==> config.mk <==
export PLATFORM = sky130hd
export DESIGN_NAME = mem_port_arbiter
export DESIGN_NICKNAME = d
export VERILOG_FILES = /design/src/rtl/mem_port_arbiter.sv
export SDC_FILE = /design/constraint.sdc
export NUM_CORES = 1
export LEC_CHECK = 0
export CAP_MARGIN = 20
export CORE_MARGIN = 4
export CORE_UTILIZATION = 41
export DETAILED_ROUTE_END_ITERATION = 12
export PLACE_DENSITY = 0.95
export SYNTH_ARGS = -nofsm -noshare
export SYNTH_HDL_FRONTEND = slang
export SYNTH_SLANG_ARGS = --single-unit
==> constraint.sdc <==
create_clock -name clk -period 3.5 [get_ports clk]
set_input_delay 0.875 -clock clk [delete_from_list [all_inputs] [get_ports clk]]
set_output_delay 0.875 -clock clk [all_outputs]
set_load 0.02 [all_outputs]
==> src/rtl/mem_port_arbiter.sv <==
// -----------------------------------------------------------------------------
// mem_port_arbiter
//
// Shares one cached-memory port between two requesters (0 = instruction
// fetch, 1 = data/LSU). One request is arbitrated and latched at a time. The
// memory enable is then held until mem_done. The response goes back to the
// requester that owns the transaction. If that requester's response buffer is
// full, the data is parked and replayed as a one-cycle done pulse once space
// frees.
//
// Handshake: a requester raises reqN_valid and holds it, together with
// addr/we/wdata, until reqN_ready. reqN_ready is combinational and only asserts
// in IDLE, so there is at most one outstanding transaction. The transfer
// happens on the clock edge where valid && ready.
//
// Configuration macro:
//   ARB_FIXED_PRIO_EN  requester 0 always wins simultaneous requests
//                      (rr_ptr stays 0). Default (undefined): round-robin.
//
// Ports:
//   clk, rst_n                 clock, asynchronous active-low reset
//   reqN_valid/addr/we/wdata   request from requester N (N = 0, 1)
//   reqN_ready                 request accepted this cycle
//   respN_full                 requester N response buffer full
//   respN_done/respN_data      one-cycle response pulse and data (0 otherwise)
//   mem_enable/addr/we/wdata   memory-side request (level enable)
//   mem_done/mem_data          memory completion strobe and read data
//   dbg_state                  current FSM state (0 IDLE, 1 BUSY, 2 HOLD)
// -----------------------------------------------------------------------------
module mem_port_arbiter #(
    parameter int BLOCK_WIDTH = 32,
    parameter int ADDR_WIDTH  = 32
) (
    input  logic                   clk,
    input  logic                   rst_n,
    input  logic                   req0_valid,
    input  logic [ADDR_WIDTH-1:0]  req0_addr,
    input  logic                   req0_we,
    input  logic [BLOCK_WIDTH-1:0] req0_wdata,
    output logic                   req0_ready,
    input  logic                   req1_valid,
    input  logic [ADDR_WIDTH-1:0]  req1_addr,
    input  logic                   req1_we,
    input  logic [BLOCK_WIDTH-1:0] req1_wdata,
    output logic                   req1_ready,
    input  logic                   resp0_full,
    output logic                   resp0_done,
    output logic [BLOCK_WIDTH-1:0] resp0_data,
    input  logic                   resp1_full,
    output logic                   resp1_done,
    output logic [BLOCK_WIDTH-1:0] resp1_data,
    output logic                   mem_enable,
    output logic [ADDR_WIDTH-1:0]  mem_addr,
    output logic                   mem_we,
    output logic [BLOCK_WIDTH-1:0] mem_wdata,
    input  logic                   mem_done,
    input  logic [BLOCK_WIDTH-1:0] mem_data,
    output logic [1:0]             dbg_state
);

    typedef enum logic [1:0] {
        ST_IDLE = 2'd0,
        ST_BUSY = 2'd1,
        ST_HOLD = 2'd2
    } state_e;

    state_e                 state_q, state_d;
    logic                   owner_q, owner_d;
    logic                   rr_ptr_q, rr_ptr_d;
    logic [ADDR_WIDTH-1:0]  addr_q, addr_d;
    logic                   we_q, we_d;
    logic [BLOCK_WIDTH-1:0] wdata_q, wdata_d;
    logic [BLOCK_WIDTH-1:0] hold_q, hold_d;

    logic                   grant0, grant1;
    logic                   owner_full;
    logic                   resp_done;
    logic [BLOCK_WIDTH-1:0] resp_data;

    assign owner_full = owner_q ? resp1_full : resp0_full;

    // Arbitration. Grants are qualified by rst_n so that every output,
    // including the combinational readies, reads 0 while reset is asserted.
    always_comb begin
        grant0 = 1'b0;
        grant1 = 1'b0;
        if (state_q == ST_IDLE && rst_n) begin
`ifdef ARB_FIXED_PRIO_EN
            if (req0_valid) begin
                grant0 = 1'b1;
            end else if (req1_valid) begin
                grant1 = 1'b1;
            end
`else
            if (req0_valid && req1_valid) begin
                grant0 = ~rr_ptr_q;
                grant1 = rr_ptr_q;
            end else if (req0_valid) begin
                grant0 = 1'b1;
            end else if (req1_valid) begin
                grant1 = 1'b1;
            end
`endif
        end
    end

    // State register.
    always_ff @(posedge clk or negedge rst_n) begin
        if (!rst_n) begin
            state_q  <= ST_IDLE;
            owner_q  <= 1'b0;
            rr_ptr_q <= 1'b0;
            addr_q   <= '0;
            we_q     <= 1'b0;
            wdata_q  <= '0;
            hold_q   <= '0;
        end else begin
            state_q  <= state_d;
            owner_q  <= owner_d;
            rr_ptr_q <= rr_ptr_d;
            addr_q   <= addr_d;
            we_q     <= we_d;
            wdata_q  <= wdata_d;
            hold_q   <= hold_d;
        end
    end

    // Next-state and latch updates.
    always_comb begin
        state_d  = state_q;
        owner_d  = owner_q;
        rr_ptr_d = rr_ptr_q;
        addr_d   = addr_q;
        we_d     = we_q;
        wdata_d  = wdata_q;
        hold_d   = hold_q;
        case (state_q)
            ST_IDLE: begin
                if (grant0 || grant1) begin
                    state_d = ST_BUSY;
                    owner_d = grant1;
                    addr_d  = grant1 ? req1_addr  : req0_addr;
                    we_d    = grant1 ? req1_we    : req0_we;
                    wdata_d = grant1 ? req1_wdata : req0_wdata;
`ifdef ARB_FIXED_PRIO_EN
                    rr_ptr_d = 1'b0;
`else
                    // Point at the requester that did not win this round.
                    rr_ptr_d = ~grant1;
`endif
                end
            end
            ST_BUSY: begin
                if (mem_done) begin
                    if (owner_full) begin
                        hold_d  = mem_data;
                        state_d = ST_HOLD;
                    end else begin
                        state_d = ST_IDLE;
                    end
                end
            end
            ST_HOLD: begin
                if (!owner_full) begin
                    state_d = ST_IDLE;
                end
            end
            default: begin
                state_d = ST_IDLE;
            end
        endcase
    end

    // Outputs.
    always_comb begin
        resp_done  = 1'b0;
        resp_data  = '0;
        mem_enable = 1'b0;
        case (state_q)
            ST_BUSY: begin
                // The enable drops in the completion cycle only when the
                // response has to be parked. On direct delivery it stays high
                // through the done cycle.
                mem_enable = ~(mem_done & owner_full);
                resp_done  = mem_done & ~owner_full;
                resp_data  = mem_data;
            end
            ST_HOLD: begin
                resp_done = ~owner_full;
                resp_data = hold_q;
            end
            default: begin
                resp_done = 1'b0;
            end
        endcase

        req0_ready = grant0;
        req1_ready = grant1;
        resp0_done = resp_done & ~owner_q;
        resp1_done = resp_done & owner_q;
        resp0_data = (resp_done && !owner_q) ? resp_data : '0;
        resp1_data = (resp_done &&  owner_q) ? resp_data : '0;
        mem_addr   = addr_q;
        mem_we     = we_q;
        mem_wdata  = wdata_q;
        dbg_state  = state_q;
    end

endmodule

==> qor.txt <==
Final Critical Period: 3430 ps
Max Clk Rate: 292 MHz
endpoints failing hold: 0
outcome: finished clean
Row Count: 40
Layout area overhead: 60.0%
crit path max fanout: 29
nets: 920
kind of critical path: input pin to output pin
Worst Hold End: mem_wdata[29]$_DFFE_PN0P_
Die Height: 119 um
register bit total from synthesis: 101
reg2reg setup slack: 1470 ps
CTS clk-pin slew, worst paths: 60 ps
hold path cells: 2
vias per cell: 5.52
H-tree depth: 3
final cycle utilization of the critical path: 97.9%
Arrival @ worst endpoint: 2550 ps
Die ar.: 0.0141 sq mm
Num CTS Buffers: 9
Sink Count: 101
antenna fix cells: 0
Yosys warning total: 0
FF-to-FF path depth: 7
min-delay src: mem_wdata[29]$_DFFE_PN0P_
Mapped Area: 0.00502 sq mm
Cell variety after synth: 28
count of pins over their slew limit: 0
utilization after layout: 66.9%
vias in the first global route: 5219
Avg WL per Cell: 20.2 um
port bufs: 304
Bufs on Longest Clock Path: 2
DRC viols: 0
Detail Placement HPWL: 13500 um
syn avg cell area: 10.9 sq um
post-CTS setup buffer count: 0
gpl congestion: 0.894
Die Wd: 119 um
max cap viols: 0
post-route ant nets: 0
setup violators final: 0
Rel. slew slack: 47.8%
endpoint of the worst-slack reg-to-reg timing path: mem_wdata[17]$_DFFE_PN0P_
drt first pass iters: 12
Mapped Cells: 461
Ports: 305
share of layout cells above drive strength 1: 16.9%
total gr overflow: 0
CTS Hold Bufs: 0
Clock Skews: 6.35 ps
Total Wirelength: 18100 um
Clock Root Buffer: clkbuf_16
core area: 0.0120 sq mm
Clk Latency, worst-skew pair: 340 ps
most frequent cells in the layout: clkdlybuf4s50_1, dfrtp_1, nor2_1
sequential area share after synthesis: 50.3%
Iter 0 DRT Violations: 546
crit path launch type: input pin
RSZ-0062 raised after global routing: no
largest net degree at the start of global routing: 63
commonest non-fill, non-tap cell in the layout: clkdlybuf4s50_1
GRT Util Overall: 24.9%
initial antenna violation count: 0
LEAKAGE: 3.90 nW
VDD IR max: 499 uV
CTS tree: done
Worst-Margin Slew: 784 ps
CP Data Required Time: 2620 ps
total power: 0.00632 W
syn_nets: 634
HP Class: register to register
Worst setup EP type: output pin
pwr/cell area: 786 mW/mm^2
Starting Density: 41.8%
FF-to-FF Start: dbg_state[0]$_DFFE_PN0P_
first-pass GRT wire length: 27700 um
vias: 4955
## metrics by stage
step / TNS [ps] / area (sq um) / setup WS, ps / hold WS [ps] / instances
6_report: 0 / 8040 / 72.2 / 480 / 897
5_1_grt: 0 / 8040 / 7.49 / 506 / 897
3_5_place_dp: -16050 / 8080 / -316 / 469 / 883
3_3_place_gp: -13640 / 8080 / -233 / 461 / 883
2_1_floorplan: 0 / 5020 / 686 / 463 / 461
4_1_cts: 0 / 8300 / 0.528 / 484 / 897
## how the worst max path moves through the flow
stage,cells after the start,start,endpoint,slack (ps)
2_1_floorplan,6,mem_done,resp1_data[10],690
3_3_place_gp,7,mem_done,resp1_data[23],-230
3_5_place_dp,7,mem_done,resp0_data[25],-320
4_1_cts,7,mem_done,resp0_data[29],0.5
5_1_grt,7,mem_done,resp1_done,7
6_report,7,mem_done,resp0_done,70
## cell families (layout without fill, tap and decap cells)
family	Yosys count	in the layout	synth area share, %
AND/OR/NAND/NOR	104	104	8.24
buffers and inverters	86	375	9.19
multiplexers	61	61	15.2
adder cells (fa/ha/maj)	4	4	0.996
flip-flops	101	101	50.3
AO/OA/AOI/OAI	105	105	16.0
## what timing repair did
item                                   in CTS  in global routing
setup endpoints to repair                  66                 64
pin swaps                                   0                  0
resized for setup                          99                104
endpoints found under the hold margin       0                  0
## per-layer routing
layer	wire length (um)	part of all wire, %	vias up	track usage [%]
met3	1560	8.6	58	6.89
met2	9330	51	311	44.5
li1	-	-	2198	-
met4	759	4.2	0	12.5
met5	0	0	-	0
met1	6490	36	2388	27.0
## critical path, cell delays in order
cell and delay, ps:
clkdlybuf4s50_1 520, and2_1 170, o21ai_1 70, or3_1 370, buf_12 190, inv_1 60
clkdlybuf4s15_1 300
## synthesized netlist by cell type (all sizes together)
master	count	area [sq um]
buf	27	240
a222oi	38	380
a21boi	1	7.51
clkbuf	15	56.3
inv	44	165
nand3	1	5.00
or3	2	12.5
ha	4	50.1
mux2i	27	270
nor2b	1	6.26
a21o	1	7.51
nand2b	1	6.26
nand2	31	116
and3	1	6.26
o21ai	31	155
o2bb2ai	1	8.76
mux2	34	495
a22oi	32	240
and2	3	21.3
a21oi	1	5.00
nor2	64	240
dfrtp	101	2530
## final cells by class
type	instances	area, sq um
sequential	101	2530
fill	875	3970
multi-input combinational	274	2050
clock inverter	2	35.0
timing repair buffer	317	2830
clock buffer	12	246
tap	147	184
inverter	44	165
## state kept, by name, summed over array words and instances, names as in the netlist
name       count
rr_ptr_q       1
mem_we         1
dbg_state      2
mem_wdata     32
mem_addr      32
hold_q        32
owner_q        1
## power breakdown
| part | switching (W) | leakage (nW) | total [W] | internal [W] |
|---|---|---|---|---|
| clock | 0.000413 | 0.139 | 0.000978 | 0.000566 |
| sequential | 0.000359 | 1.24 | 0.00210 | 0.00174 |
| combinational | 0.00168 | 2.52 | 0.00324 | 0.00156 |
Note: power is estimated with default switching activity, not from simulation.
